==> src/rtl/ddr4_user_req_queue_pkg.sv <==
// Shared types for the DDR4 user request path.
// One queued request is {addr, write, wdata}.
package ddr4_ctrl_pkg;

  localparam int ADDR_WIDTH = 17;
  localparam int DATA_WIDTH = 64;
  localparam int RD_CNT_W   = 4;

  typedef struct packed {
    logic [ADDR_WIDTH-1:0] addr;
    logic                  write;
    logic [DATA_WIDTH-1:0] wdata;
  } ddr4_user_req_t;

endpackage

==> src/rtl/ddr4_user_req_queue_if.sv <==
// System request port, controller user port and response port.
// master = surrounding system/controller, slave = the queue.
interface ddr4_user_req_queue_if
  import ddr4_ctrl_pkg::*;
#(
  parameter int DEPTH = 8
);

  localparam int LW = $clog2(DEPTH) + 1;

  logic                  req_valid;
  logic                  req_ready;
  logic [ADDR_WIDTH-1:0] req_addr;
  logic                  req_write;
  logic [DATA_WIDTH-1:0] req_wdata;

  logic [ADDR_WIDTH-1:0] user_addr;
  logic [DATA_WIDTH-1:0] user_write_data;
  logic                  user_write_en;
  logic                  user_cmd_valid;
  logic                  user_ready;
  logic [DATA_WIDTH-1:0] user_read_data;
  logic                  user_read_data_valid;

  logic                  rsp_valid;
  logic [DATA_WIDTH-1:0] rsp_data;
  logic [LW-1:0]         level;
  logic [RD_CNT_W-1:0]   rd_outstanding;
  logic                  err_unexpected_rd;

  modport master (
    output req_valid, req_addr, req_write, req_wdata,
    output user_ready, user_read_data, user_read_data_valid,
    input  req_ready, user_addr, user_write_data,
    input  user_write_en, user_cmd_valid,
    input  rsp_valid, rsp_data, level,
    input  rd_outstanding, err_unexpected_rd
  );

  modport slave (
    input  req_valid, req_addr, req_write, req_wdata,
    input  user_ready, user_read_data, user_read_data_valid,
    output req_ready, user_addr, user_write_data,
    output user_write_en, user_cmd_valid,
    output rsp_valid, rsp_data, level,
    output rd_outstanding, err_unexpected_rd
  );

endinterface

==> src/rtl/ddr4_user_req_queue_fifo.sv <==
// Generic show-ahead FIFO; head entry is always on rdata_o.
// Full/empty come from the level counter, pointers wrap freely.
module ddr4_sync_fifo #(
  parameter int WIDTH = 8,
  parameter int DEPTH = 8
) (
  input  logic                   clk_i,
  input  logic                   rst_ni,
  input  logic                   push_i,
  input  logic                   pop_i,
  input  logic [WIDTH-1:0]       wdata_i,
  output logic [WIDTH-1:0]       rdata_o,
  output logic                   full_o,
  output logic                   empty_o,
  output logic [$clog2(DEPTH):0] level_o
);

  localparam int AW = $clog2(DEPTH);
  localparam int LW = AW + 1;

  logic [WIDTH-1:0] mem_q [DEPTH];
  logic [AW-1:0]    wr_ptr_q, rd_ptr_q;
  logic [LW-1:0]    level_q, level_d;
  logic             do_push, do_pop;

  assign do_push = push_i && !full_o;
  assign do_pop  = pop_i && !empty_o;

  always_comb begin
    level_d = level_q;
    unique case ({do_push, do_pop})
      2'b10:   level_d = level_q + 1'b1;
      2'b01:   level_d = level_q - 1'b1;
      default: level_d = level_q;
    endcase
  end

  always_ff @(posedge clk_i or negedge rst_ni) begin
    if (!rst_ni) begin
      wr_ptr_q <= '0;
      rd_ptr_q <= '0;
      level_q  <= '0;
    end else begin
      if (do_push) wr_ptr_q <= wr_ptr_q + 1'b1;
      if (do_pop)  rd_ptr_q <= rd_ptr_q + 1'b1;
      level_q <= level_d;
    end
  end

  always_ff @(posedge clk_i) begin
    if (do_push) mem_q[wr_ptr_q] <= wdata_i;
  end

  assign rdata_o = mem_q[rd_ptr_q];
  assign full_o  = (level_q == LW'(DEPTH));
  assign empty_o = (level_q == '0);
  assign level_o = level_q;

endmodule

==> src/rtl/ddr4_user_req_queue.sv <==
// In-order request queue in front of the DDR4 user interface,
// with outstanding-read limiting and a registered read response.
module ddr4_user_req_queue
  import ddr4_ctrl_pkg::*;
#(
  parameter int DEPTH  = 8,
  parameter int MAX_RD = 4
) (
  input logic                  clk,
  input logic                  reset_n,
  ddr4_user_req_queue_if.slave bus
);

  localparam int LW = $clog2(DEPTH) + 1;

  ddr4_user_req_t        push_req, head;
  logic                  full, empty;
  logic [LW-1:0]         level;
  logic                  push, pop, cmd_valid;
  logic                  head_rd, at_limit;
  logic                  rd_pop, rd_ret, unexp;
  logic [RD_CNT_W-1:0]   rd_q, rd_d;
  logic                  rsp_valid_q;
  logic [DATA_WIDTH-1:0] rsp_data_q;
  logic                  err_q;

  assign push_req = '{
    addr:  bus.req_addr,
    write: bus.req_write,
    wdata: bus.req_wdata
  };

  ddr4_sync_fifo #(
    .WIDTH ($bits(ddr4_user_req_t)),
    .DEPTH (DEPTH)
  ) u_fifo (
    .clk_i   (clk),
    .rst_ni  (reset_n),
    .push_i  (push),
    .pop_i   (pop),
    .wdata_i (push_req),
    .rdata_o (head),
    .full_o  (full),
    .empty_o (empty),
    .level_o (level)
  );

  // A read at the head stalls everything behind it at the limit.
  assign head_rd   = !head.write;
  assign at_limit  = (rd_q == RD_CNT_W'(MAX_RD));
  assign cmd_valid = !empty && !(head_rd && at_limit);
  assign push      = bus.req_valid && !full;
  assign pop       = cmd_valid && bus.user_ready;
  assign rd_pop    = pop && head_rd;
  assign unexp     = bus.user_read_data_valid
                   && (rd_q == '0) && !rd_pop;
  assign rd_ret    = bus.user_read_data_valid && !unexp;

  always_comb begin
    rd_d = rd_q;
    unique case ({rd_pop, rd_ret})
      2'b10:   rd_d = rd_q + 1'b1;
      2'b01:   rd_d = rd_q - 1'b1;
      default: rd_d = rd_q;
    endcase
  end

  always_ff @(posedge clk or negedge reset_n) begin
    if (!reset_n) begin
      rd_q        <= '0;
      rsp_valid_q <= 1'b0;
      rsp_data_q  <= '0;
      err_q       <= 1'b0;
    end else begin
      rd_q        <= rd_d;
      rsp_valid_q <= rd_ret;
      if (rd_ret) rsp_data_q <= bus.user_read_data;
      if (unexp)  err_q <= 1'b1;
    end
  end

  assign bus.req_ready         = !full;
  assign bus.user_addr         = head.addr;
  assign bus.user_write_data   = head.wdata;
  assign bus.user_write_en     = head.write;
  assign bus.user_cmd_valid    = cmd_valid;
  assign bus.rsp_valid         = rsp_valid_q;
  assign bus.rsp_data          = rsp_data_q;
  assign bus.level             = level;
  assign bus.rd_outstanding    = rd_q;
  assign bus.err_unexpected_rd = err_q;

endmodule

==> src/flat_wrapper.sv <==
// flat-port wrapper written by rule: the top's interface ports become plain ports
module ddr4_user_req_queue_flat import ddr4_ctrl_pkg::*;
#(
  parameter int DEPTH  = 8,
  parameter int MAX_RD = 4
)
  (clk, reset_n, bus_req_valid, bus_req_addr, bus_req_write, bus_req_wdata, bus_user_ready, bus_user_read_data, bus_user_read_data_valid, bus_req_ready, bus_user_addr, bus_user_write_data, bus_user_write_en, bus_user_cmd_valid, bus_rsp_valid, bus_rsp_data, bus_level, bus_rd_outstanding, bus_err_unexpected_rd);
  ddr4_user_req_queue_if #(.DEPTH(DEPTH)) bus_i ();
  input logic clk;
  input logic reset_n;
  input wire logic [$bits(bus_i.req_valid)-1:0] bus_req_valid;
  input wire logic [$bits(bus_i.req_addr)-1:0] bus_req_addr;
  input wire logic [$bits(bus_i.req_write)-1:0] bus_req_write;
  input wire logic [$bits(bus_i.req_wdata)-1:0] bus_req_wdata;
  input wire logic [$bits(bus_i.user_ready)-1:0] bus_user_ready;
  input wire logic [$bits(bus_i.user_read_data)-1:0] bus_user_read_data;
  input wire logic [$bits(bus_i.user_read_data_valid)-1:0] bus_user_read_data_valid;
  output wire logic [$bits(bus_i.req_ready)-1:0] bus_req_ready;
  output wire logic [$bits(bus_i.user_addr)-1:0] bus_user_addr;
  output wire logic [$bits(bus_i.user_write_data)-1:0] bus_user_write_data;
  output wire logic [$bits(bus_i.user_write_en)-1:0] bus_user_write_en;
  output wire logic [$bits(bus_i.user_cmd_valid)-1:0] bus_user_cmd_valid;
  output wire logic [$bits(bus_i.rsp_valid)-1:0] bus_rsp_valid;
  output wire logic [$bits(bus_i.rsp_data)-1:0] bus_rsp_data;
  output wire logic [$bits(bus_i.level)-1:0] bus_level;
  output wire logic [$bits(bus_i.rd_outstanding)-1:0] bus_rd_outstanding;
  output wire logic [$bits(bus_i.err_unexpected_rd)-1:0] bus_err_unexpected_rd;
  assign bus_i.req_valid = bus_req_valid;
  assign bus_i.req_addr = bus_req_addr;
  assign bus_i.req_write = bus_req_write;
  assign bus_i.req_wdata = bus_req_wdata;
  assign bus_i.user_ready = bus_user_ready;
  assign bus_i.user_read_data = bus_user_read_data;
  assign bus_i.user_read_data_valid = bus_user_read_data_valid;
  assign bus_req_ready = bus_i.req_ready;
  assign bus_user_addr = bus_i.user_addr;
  assign bus_user_write_data = bus_i.user_write_data;
  assign bus_user_write_en = bus_i.user_write_en;
  assign bus_user_cmd_valid = bus_i.user_cmd_valid;
  assign bus_rsp_valid = bus_i.rsp_valid;
  assign bus_rsp_data = bus_i.rsp_data;
  assign bus_level = bus_i.level;
  assign bus_rd_outstanding = bus_i.rd_outstanding;
  assign bus_err_unexpected_rd = bus_i.err_unexpected_rd;
  ddr4_user_req_queue #(.DEPTH(DEPTH), .MAX_RD(MAX_RD)) u_core (.clk(clk), .reset_n(reset_n), .bus(bus_i));
endmodule
==> config.mk <==
export PLATFORM = sky130hd
export DESIGN_NAME = ddr4_user_req_queue_flat
export DESIGN_NICKNAME = d
export VERILOG_FILES = /design/src/rtl/ddr4_user_req_queue_pkg.sv /design/src/rtl/ddr4_user_req_queue_if.sv /design/src/rtl/ddr4_user_req_queue_fifo.sv /design/src/rtl/ddr4_user_req_queue.sv /design/src/flat_wrapper.sv
export SDC_FILE = /design/constraint.sdc
export NUM_CORES = 1
export LEC_CHECK = 0
export ABC_AREA = 1
export ABC_CLOCK_PERIOD_IN_PS = 15300
export BUFFER_PORTS_ARGS = -buffer_cell sky130_fd_sc_hd__buf_2
export CORE_ASPECT_RATIO = 1.4
export CORE_MARGIN = 2
export CORE_UTILIZATION = 63
export DETAILED_ROUTE_END_ITERATION = 16
export PLACE_DENSITY = 0.85
export SLEW_MARGIN = 25
export SYNTH_ARGS = -nofsm -noshare
export SYNTH_HDL_FRONTEND = slang
export SYNTH_SLANG_ARGS = --single-unit
==> constraint.sdc <==
create_clock -name clk -period 15.3 [get_ports clk]
set_input_delay 0.765 -clock clk [delete_from_list [all_inputs] [get_ports clk]]
set_output_delay 0.765 -clock clk [all_outputs]
set_load 0.005 [all_outputs]
==> flow_summary_export.csv, run 1 <==
group,metric,value,unit
sta,finalHoldViolations,0,
sta,final_max_slew_viol_count,0,
clocking,clock-sinks,736,
die,die_y,256,um
sta,fin_crit_sh,0.333,
finish,syn_to_final_growth,13.7,%
finish,seq_area,21700,sq um
placement,post_dp_cell_area,30500,sq um
route,dr_total_vias,19000,
global_route,grt_max_degree,218,
clocking,cts_hold_buf,0,
die,io-pin-count,309,
global_route,grt_overflow,0,
global_route,grt_util_all_layers,0.277,
synth,syn-num-nets,2413,
global_route,antenna_found_initial,9,
clocking,cts_setup_buffers,0,
sta,max_freq,196,MHz
sta,setup_tns,0,ps
synth,synth.top_cell.area_share,0.687,
finish,fillers,2729,
clocking,clock_latency,600,ps
route,drtAntennaViolNets,0,
die,start_util,0.637,
clocking,clk_path_buf_depth,3,
worst_setup_path,crit_family,"simple AND/OR/NAND/NOR gates",
sta,rsz0062_at_grt,"no",
min_path,hold_path_class,"in -> async",
status,status,"finished, final reports clean",
route,drt-total-wl,66100,um
power,p_switching,2150,uW
sta,layout_min_cycle_time,5100,ps
clocking,cts_tree,"yes",
synth,synthArstFlopShare,0.109,
worst_setup_path,end_kind,"flop",
power,swShare,0.349,
synth,syn_area,28700,sq um
synth,synthTopCellsByCount,"656 x edfxtp_1, 580 x nor2_1, 293 x o21ai_0, 164 x nand2_1",
route,vias_per_cell,6.02,
die,die_width,184,um
synth,ys_types,28,
synth,seq_area_frac_synth,0.757,
worst_setup_path,crit_fanout,217,
route,firstDrtPassIters,5,
sta,max-slew-margin-rel,0.299,
finish,stdcell_count,3161,
worst_setup_path,worstPathRequired,15780,ps
clocking,clk_pin_slew_worst_paths,60,ps
power,p_per_area,189,nW/um^2
clocking,cts_buffers,66,
sta,setup_viol,0,
synth,yosys.area.top_type,"edfxtp_1",
synth,yosysWarnings,0,
power,p_comb_frac,0.318,
clocking,htreeDepth,3,
power,p_int,4000,uW
worst_setup_path,cp.buffers_inverters,3,
die,rows,92,
finish,nets,2664,
finish,multiInputGateArea,6190,sq um
placement,place_hpwl,36800,um
sta,worst_pin_slew,1050,ps
power,seqPwrFrac,0.429,
worst_setup_path,cp_slowest_cell,"dfrtp_4",
worst_setup_path,worstPathCellList,"buf_16 > clkinv_8 > nand2_1 > nand3_1 > nand3_1 > nand2_1 > nand4_2 > nand2_4 > nand2_4 > inv_1 > ha_1 > ha_1 > nand2_1 > nor2_1 > a211oi_1 > nor2_1 > nor2_1 > nand2_1 > xor2_1",
clocking,root_buffer,"clkbuf_16",
synth,synth_edf_count,656,
job,cap_violations,0,
finish,final_util,0.724,
global_route,grt_pass1_vias,18800,
clocking,cts_resized,0,
worst_setup_path,max_stage_delay,800,ps
die,design.die.area,47300,sq um
synth,synth.most_common_cell,"edfxtp_1",
synth,synthTopCellsByArea,"edfxtp_1 69%, nor2_1 7.6%, dfrtp_1 7.0%",
route,drt_iter0_markers,1925,
placement,placed_cells,3044,
power,p_clk_frac,0.254,
sta,fin_skew,21.0,ps
synth,ys_ff_latch,736,
route,route.detailed.drc,0,
global_route,grt_first_pass_wirelength,100000,um
synth,synth_ff_type,"edfxtp_1",
placement,io_buffers,308,
worst_setup_path,path_class,"reg -> reg",
synth,syn-mean-instance-area,12.7,sq um
power,ir_worst_vdd,0.140,mV
route,routedWlPerCell,20.9,um
finish,fin_area,32600,sq um
synth,syn_inst,2252,
placement,gp_congestion,0.781,
die,core-area,45000,sq um
power,p_leak,0.0119,uW
finish,drive_gt1_frac,0.171,
worst_setup_path,crit_top_cell,"nand2_1",
worst_setup_path,start_kind,"flop",
worst_setup_path,critPathArrivalTime,5580,ps
[sequential cells by signal (all words and copies together) (netlist names)]
| register | flops |
|---|---|
| u_core.bus.rd_outstanding | 4 |
| u_core.u_fifo.level_o | 4 |
| u_core.u_fifo.mem_q | 656 |
| u_core.u_fifo.wr_ptr_q | 3 |
| u_core.u_fifo.rd_ptr_q | 3 |
| u_core.bus.rsp_data | 64 |
| u_core.bus.err_unexpected_rd | 1 |
| u_core.bus.rsp_valid | 1 |
[metal layers]
metal / track usage / share of wire / vias up
li1: - / - / 8594
met1: 0.332 / 0.36 / 9228
met2: 0.473 / 0.51 / 1022
met3: 0.0589 / 0.090 / 171
met4: 0.137 / 0.038 / 16
met5: 0 / 0.0017 / -
[power groups by stage]
| stage | combinational (uW) | clock [uW] | sequential (uW) |
|---|---|---|---|
| after global routing | 2160 | 1650 | 2660 |
| after CTS | 1950 | 1570 | 2630 |
| after floorplan | 1250 | 0 | 2650 |
| after detailed placement | 1930 | 0 | 2670 |
| final | 1960 | 1560 | 2640 |
| after global placement | 1820 | 0 | 2680 |
[logic make-up after synthesis]
| kind of cell | Yosys count | synth area share |
|---|---|---|
| AO/OA/AOI/OAI | 495 | 0.0935 |
| adder cells (fa/ha/maj) | 10 | 0.00489 |
| flip-flops | 736 | 0.757 |
| buffers and inverters | 176 | 0.0298 |
| AND/OR/NAND/NOR | 827 | 0.113 |
| XOR/XNOR | 8 | 0.00244 |
[stage by stage]
stage | power [uW] | setup WS, ps | hold WS (ps)
after detailed placement | 4600 | 9410 | 453
after floorplan | 3900 | 10180 | 458
after global routing | 6470 | 9670 | 253
after CTS | 6150 | 9360 | 370
final | 6150 | 10200 | 191
after global placement | 4500 | 9460 | 449
[worst paths after layout]
kind | start | end | slack, ps | depth (start not counted)
setup / recovery | u_core.u_fifo.rd_ptr_q[0] | u_core.bus.rd_outstanding[3] | 10200 | 19
hold / removal | reset_n | u_core.bus.rsp_data[58] | 190 | 1
setup reg to reg | u_core.u_fifo.rd_ptr_q[0] | u_core.bus.rd_outstanding[3] | 10200 | 19
hold reg to reg | u_core.bus.rsp_data[46] | u_core.bus.rsp_data[46] | 460 | 2
max in group asynchronous | reset_n | u_core.u_fifo.rd_ptr_q[0] | 14510 | 1
min in group clk | bus_user_read_data[21] | u_core.bus.rsp_data[21] | 410 | 3
[cells in the final DEF (no fill, tap or decap), types with 3 or more instances in the layout]
cell	n
a31oi_1	81
clkbuf_16	67
ha_1	8
buf_6	5
o21ai_1	37
nand2_1	163
dfrtp_1	78
buf_2	306
inv_1	27
xor2_1	6
o21ai_0	293
clkinv_8	3
clkbuf_1	15
nor2_1	572
nand4_1	4
clkinv_2	6
edfxtp_1	656
nor2_4	8
clkinv_1	10
inv_6	6
bufinv_16	3
nand3_1	74
o22ai_1	81
buf_4	14
[area by class of cell]
type,instances,area share
multi-input combinational,1340,0.190
sequential,736,0.666
inverter,30,0.00407
tap,611,0.0234
clock inverter,28,0.00756
timing repair buffer,329,0.0548
clock buffer,85,0.0540
antenna,2,0.000154
[worst register-to-register path, delay by kind of cell (launching register included)]
family / cells / cell delay [ps]
AO/OA/AOI/OAI: 1 / 250
adder cells (fa/ha/maj): 2 / 610
buffers and inverters: 3 / 1050
AND/OR/NAND/NOR: 12 / 2160
XOR/XNOR: 1 / 140
flip-flops: 1 / 800
Power figures use the tool's default switching activity.
==> run 2, diff against run 1 <==
--- a/config.mk
+++ b/config.mk
@@ -5,14 +5,14 @@
 export SDC_FILE = /design/constraint.sdc
 export NUM_CORES = 1
 export LEC_CHECK = 0
-export ABC_AREA = 1
-export ABC_CLOCK_PERIOD_IN_PS = 15300
+export ABC_AREA = 0
+export ABC_CLOCK_PERIOD_IN_PS = 4200
 export BUFFER_PORTS_ARGS = -buffer_cell sky130_fd_sc_hd__buf_2
 export CORE_ASPECT_RATIO = 1.4
 export CORE_MARGIN = 2
-export CORE_UTILIZATION = 63
+export CORE_UTILIZATION = 53
 export DETAILED_ROUTE_END_ITERATION = 16
-export PLACE_DENSITY = 0.85
+export PLACE_DENSITY = 0.76
 export SLEW_MARGIN = 25
 export SYNTH_ARGS = -nofsm -noshare
 export SYNTH_HDL_FRONTEND = slang
==> constraint.sdc (replaced) <==
create_clock -name clk -period 4.2 [get_ports clk]
set_input_delay 0.21 -clock clk [delete_from_list [all_inputs] [get_ports clk]]
set_output_delay 0.21 -clock clk [all_outputs]
set_load 0.005 [all_outputs]
==> flow_summary_export.csv, run 2 <==
group,metric,value,unit
status,status,"finished, final reports clean",
worst_setup_path,end_kind,"output pin",
global_route,antenna_found_initial,3,
route,drt_iter0_markers,1632,
route,drtAntennaViolNets,0,
power,ir_worst_vdd,0.537,mV
worst_setup_path,r2r_slack,1250,ps
worst_setup_path,critPathArrivalTime,3440,ps
sta,max_freq,274,MHz
synth,yosys.area.top_type,"edfxtp_1",
synth,synth.top_cell.area_share,0.662,
global_route,grt_util_all_layers,0.228,
sta,setup_viol,0,
global_route,grt_overflow,0,
route,vias_per_cell,5.96,
worst_setup_path,worstPathRequired,3990,ps
route,drt-total-wl,66000,um
global_route,grt_first_pass_wirelength,101000,um
synth,synthArstFlopShare,0.109,
worst_setup_path,crit_fanout,34,
placement,gp_congestion,0.783,
sta,hold_slack,139,ps
die,die_width,204,um
worst_setup_path,rr_endpoint,"u_core.u_fifo.rd_ptr_q[2]",
finish,syn_to_final_growth,21.0,%
sta,rsz0062_at_grt,"no",
finish,layout_common_cells,"656 x edfxtp_1, 306 x buf_2, 164 x mux4_2",
synth,syn-mean-instance-area,18.4,sq um
synth,synthTopCellsByArea,"edfxtp_1 66%, mux4_2 12%, dfrtp_1 6.7%",
finish,regMostFlops,"u_core.u_fifo.mem_q",
sta,fin_crit_sh,0.868,
clocking,clock_latency,620,ps
placement,io_buffers,308,
power,p_per_area,676,nW/um^2
finish,drive_gt1_frac,0.332,
synth,ys_ff_latch,736,
route,routedWlPerCell,23.2,um
global_route,grt_pass1_vias,17200,
route,dr_total_vias,16900,
sta,layout_min_cycle_time,3650,ps
clocking,clk_pin_slew_worst_paths,60,ps
finish,largest_reg_flops,656,
sta,worst_pin_slew,1040,ps
synth,synthTopCellsByCount,"656 x edfxtp_1, 164 x mux4_2, 134 x nand2_1, 82 x mux2_2",
finish,fin_area,36000,sq um
sta,finalHoldViolations,0,
synth,yosysWarnings,0,
min_path,hold_path_class,"in -> async",
clocking,cts_tree,"yes",
synth,syn-num-nets,1783,
finish,nets,2223,
worst_setup_path,start_kind,"flop",
synth,syn_inst,1622,
worst_setup_path,path_class,"reg -> out",
sta,final_max_slew_viol_count,0,
synth,syn_area,29800,sq um
die,start_util,0.538,
job,cap_violations,0,
clocking,clock-sinks,736,
worst_setup_path,worstRegToRegCells,6,
clocking,cts_buffers,70,
global_route,grt_max_degree,194,
clocking,root_buffer,"clkbuf_16",
synth,synth_edf_count,656,
sta,fin_skew,12.3,ps
finish,layout_commonest_cell,"edfxtp_1",
die,die_y,284,um
route,route.detailed.drc,0,
placement,post_dp_cell_area,32200,sq um
clocking,clk_path_buf_depth,3,
clocking,htreeDepth,3,
die,io-pin-count,309,
die,core-area,55400,sq um
synth,seq_area_frac_synth,0.729,
power,p_leak,0.0125,uW
placement,place_hpwl,35800,um
worst_setup_path,rr_startpoint,"u_core.u_fifo.rd_ptr_q[0]",
clocking,cts_setup_buffers,0,
sta,max-slew-margin-rel,0.307,
die,design.die.area,58100,sq um
finish,antenna_cells,0,
synth,synth.most_common_cell,"edfxtp_1",
die,rows,102,
route,firstDrtPassIters,6,
synth,ys_types,37,
synth,synth_ff_type,"edfxtp_1",
-- run 2: cell types whose count changed in the layout (fill, tap and decap cells not counted), moves of 44 or more --
| cell | before | now |
|---|---|---|
| dlygate4sd3_1 | 0 | 149 |
| inv_1 | 27 | 71 |
| mux2_2 | 0 | 82 |
| mux4_2 | 0 | 164 |
| nand3_1 | 74 | 2 |
| nand4_1 | 4 | 64 |
| nor2_1 | 572 | 4 |
| o211ai_1 | 0 | 64 |
| o21ai_0 | 293 | 2 |
-- run 2: worst max-delay path by stage --
stage,start,to,slack (ps)
floorplan,u_core.u_fifo.level_o[0],u_core.u_fifo.mem_q[7][0],-560
global placement,u_core.u_fifo.rd_ptr_q[0],bus_user_write_data[45],1150
detailed placement,u_core.u_fifo.rd_ptr_q[0],bus_user_write_data[35],1080
CTS,u_core.u_fifo.rd_ptr_q[0],bus_user_write_data[57],420
global route,u_core.u_fifo.rd_ptr_q[0],bus_user_write_data[43],290
finish,u_core.u_fifo.rd_ptr_q[0],bus_user_write_data[29],550
-- run 2: layout make-up --
class | instances | area [sq um]
Multi-Input combinational cell | 696 | 7400
Inverter | 72 | 270
Timing Repair Buffer | 486 | 3420
Clock inverter | 42 | 532
Clock buffer | 82 | 1800
Tap cell | 728 | 911
Sequential cell | 736 | 21700
Fill cell | 3586 | 19300
-- run 2: timing repair --
item / 4_1_cts / 5_1_grt
endpoints found under the hold margin: 761 / 0
gates resized for setup: 0 / 0
hold buffers: 149 / 0
endpoints found under the setup margin: 0 / 0
-- run 2: worst max-delay path, stage by stage, from the launching register on --
cell and delay [ps]:
dfrtp_4 480, buf_4 610, buf_4 680, mux4_2 590, mux2_2 300, buf_2 140
-- run 2: logic make-up (layout without fill, tap and decap cells) --
group                    after synthesis  in the layout  share of synthesized area
flip-flops                           736            736                      0.729
XOR/XNOR                              10             10                    0.00294
AO/OA/AOI/OAI                        203            203                     0.0453
AND/OR/NAND/NOR                      221            221                     0.0346
buffers and inverters                190            682                     0.0262
adder cells (fa/ha/maj)               10             10                    0.00471
multiplexers                         252            252                      0.158
-- run 2: where the power goes --
group	internal, uW	total [uW]	leakage [uW]	switching [uW]
Clock	3720	6390	0.00112	2670
Sequential	9330	9950	0.00689	618
Combinational	3750	8020	0.00445	4270
-- run 2: stage by stage --
stage	setup TNS [ps]	total power, uW	setup slack (ps)	cells	util
floorplan	-249950	15200	-562	1622	-
global placement	0	17800	1150	2568	0.581
detailed placement	0	18100	1080	2568	0.581
CTS	0	24600	417	2841	0.650
global route	0	25600	291	2842	0.651
finish	0	24400	554	2842	0.651
-- run 2: routing by layer --
metal,share of wire,global-route usage
met1,0.40,0.293
met2,0.50,0.384
met3,0.076,0.0517
met4,0.027,0.0801
met5,0.00044,0
==> run 3, diff against run 2 <==
--- a/config.mk
+++ b/config.mk
@@ -5,7 +5,7 @@
 export SDC_FILE = /design/constraint.sdc
 export NUM_CORES = 1
 export LEC_CHECK = 0
-export ABC_AREA = 0
+export ABC_AREA = 1
 export ABC_CLOCK_PERIOD_IN_PS = 4200
 export BUFFER_PORTS_ARGS = -buffer_cell sky130_fd_sc_hd__buf_2
 export CORE_ASPECT_RATIO = 1.4
==> flow_summary_export.csv, run 3 (synthesis gave the netlist of run 1 again) <==
group,metric,value,unit
route,firstDrtPassIters,5,
finish,fillers,3737,
sta,worst_pin_slew,1050,ps
finish,syn_to_final_growth,20.5,%
die,start_util,0.538,
sta,max_freq,259,MHz
finish,nets,2827,
worst_setup_path,cp.buffers_inverters,4,
job,cap_violations,0,
die,die_width,201,um
worst_setup_path,worstRegToRegCells,15,
placement,gp_congestion,0.919,
clocking,root_buffer,"clkbuf_16",
worst_setup_path,critPathLaunch,"u_core.u_fifo.rd_ptr_q[0]",
route,routedWlPerCell,20.2,um
sta,rsz0062_at_grt,"no",
route,drt-total-wl,69500,um
worst_setup_path,max_stage_delay,720,ps
min_path,hp-start,"bus_user_read_data_valid",
worst_setup_path,start_kind,"flop",
route,vias_per_cell,5.70,
finish,largest_reg_flops,656,
finish,layout_common_cells,"656 x edfxtp_1, 572 x nor2_1, 307 x buf_2",
worst_setup_path,path_depth,8,
global_route,antenna_found_initial,2,
route,drtAntennaViolNets,0,
global_route,grtUsageMet3,0.0515,
die,io-pin-count,309,
power,p_per_area,663,nW/um^2
worst_setup_path,crit_family,"buffers and inverters",
clocking,clock-sinks,736,
min_path,hold_path_class,"in -> reg",
global_route,grt_max_degree,251,
sta,max-slew-margin-rel,0.300,
sta,final_max_slew_viol_count,0,
die,design.die.area,56000,sq um
finish,final_util,0.648,
global_route,met2_usage,0.431,
power,p_leak,0.0126,uW
worst_setup_path,cp_slowest_cell,"buf_4",
route,route.detailed.drc,0,
clocking,cts_tree,"yes",
global_route,grt_first_pass_wirelength,108000,um
clocking,cts_setup_buffers,0,
worst_setup_path,worstPathRequired,3990,ps
sta,setup_tns,0,ps
worst_setup_path,critPathArrivalTime,3660,ps
worst_setup_path,path_class,"reg -> out",
worst_setup_path,end_kind,"output pin",
clocking,cts_buffers,69,
route,dr_total_vias,19600,
clocking,clock_latency,620,ps
status,status,"finished, final reports clean",
clocking,clk_pin_slew_worst_paths,60,ps
route,drt_iter0_markers,2123,
die,die_y,279,um
clocking,clk_path_buf_depth,3,
clocking,htreeDepth,3,
min_path,min_delay_path_depth,6,
placement,place_hpwl,36000,um
die,core-area,53300,sq um
finish,layout_commonest_cell,"edfxtp_1",
power,ir_worst_vdd,0.474,mV
sta,hold_slack,29.0,ps
sta,finalHoldViolations,0,
worst_setup_path,worstPathCellList,"buf_12 > buf_16 > buf_4 > o21ai_0 > o22ai_1 > nor2_1 > a31oi_1 > buf_2",
sta,setup_viol,0,
sta,fin_skew,18.6,ps
sta,layout_min_cycle_time,3870,ps
finish,regMostFlops,"u_core.u_fifo.mem_q",
global_route,grt_overflow,0,
worst_setup_path,crit_fanout,127,
worst_setup_path,rr_startpoint,"u_core.u_fifo.rd_ptr_q[0]",
sta,fin_crit_sh,0.921,
finish,drive_gt1_frac,0.169,
global_route,grt_util_all_layers,0.246,
die,rows,100,
finish,stdcell_count,3438,
global_route,busiest_layer,"met2",
global_route,gr-usage-met1,0.301,
placement,io_buffers,308,
clocking,cts_resized,0,
placement,placed_cells,3158,
global_route,grt_pass1_vias,19800,
-- run 3: worst reg2reg max path, delay by kind of cell, from the launching register on --
| kind | cells | cell delay [ps] |
|---|---|---|
| adders and majority gates | 2 | 570 |
| buffers and inverters | 2 | 430 |
| DFF | 1 | 530 |
| xor gates and xnor gates | 1 | 160 |
| and+or+nand+nor | 7 | 890 |
| AOI/OAI and AO/OA | 3 | 410 |
-- run 3: final cells by class --
class | instances | area [sq um] | share of cell area
Sequential cell | 736 | 21700 | 0.628
Inverter | 30 | 128 | 0.00369
Multi-Input combinational cell | 1340 | 6180 | 0.179
Tap cell | 714 | 893 | 0.0259
Clock buffer | 78 | 1760 | 0.0510
Antenna cell | 1 | 2.50 | 0.0000724
Timing Repair Buffer | 489 | 3440 | 0.0996
Clock inverter | 50 | 423 | 0.0122
-- run 3: layer usage --
layer / up-vias / part of all wire
met5: - / 0.00023
met4: 2 / 0.029
met3: 140 / 0.073
met2: 899 / 0.51
met1: 9637 / 0.39
li1: 8926 / -
-- run 3: power by group --
group | switching, uW | internal [uW]
combinational | 5000 | 2440
clock | 2660 | 3310
sequential | 345 | 9150
total | 8000 | 14900
-- run 3: path summary, 6_finish.rpt --
| path | slack, ps | to |
|---|---|---|
| setup / recovery | 330 | bus_user_addr[1] |
| hold / removal | 30 | u_core.bus.rsp_valid |
| setup reg to reg | 1090 | u_core.u_fifo.level_o[3] |
| hold reg to reg | 470 | u_core.bus.rsp_data[31] |
| max in group asynchronous | 3170 | u_core.bus.rsp_data[10] |
| min in group asynchronous | 130 | u_core.bus.err_unexpected_rd |
-- run 3: what timing repair did --
item	4_1_cts	5_1_grt
hold buffers	149	0
setup endpoints to repair	0	0
endpoints found under the hold margin	768	0
-- run 3: stage by stage --
| step | cell area, sq um | total power [uW] | worst slack (ps) |
|---|---|---|---|
| floorplan | 28700 | 14200 | -738 |
| global placement | 30800 | 16600 | 1100 |
| detailed placement | 30800 | 16900 | 1030 |
| CTS | 34500 | 23000 | 341 |
| global route | 34500 | 24200 | 67.4 |
| finish | 34500 | 22900 | 333 |
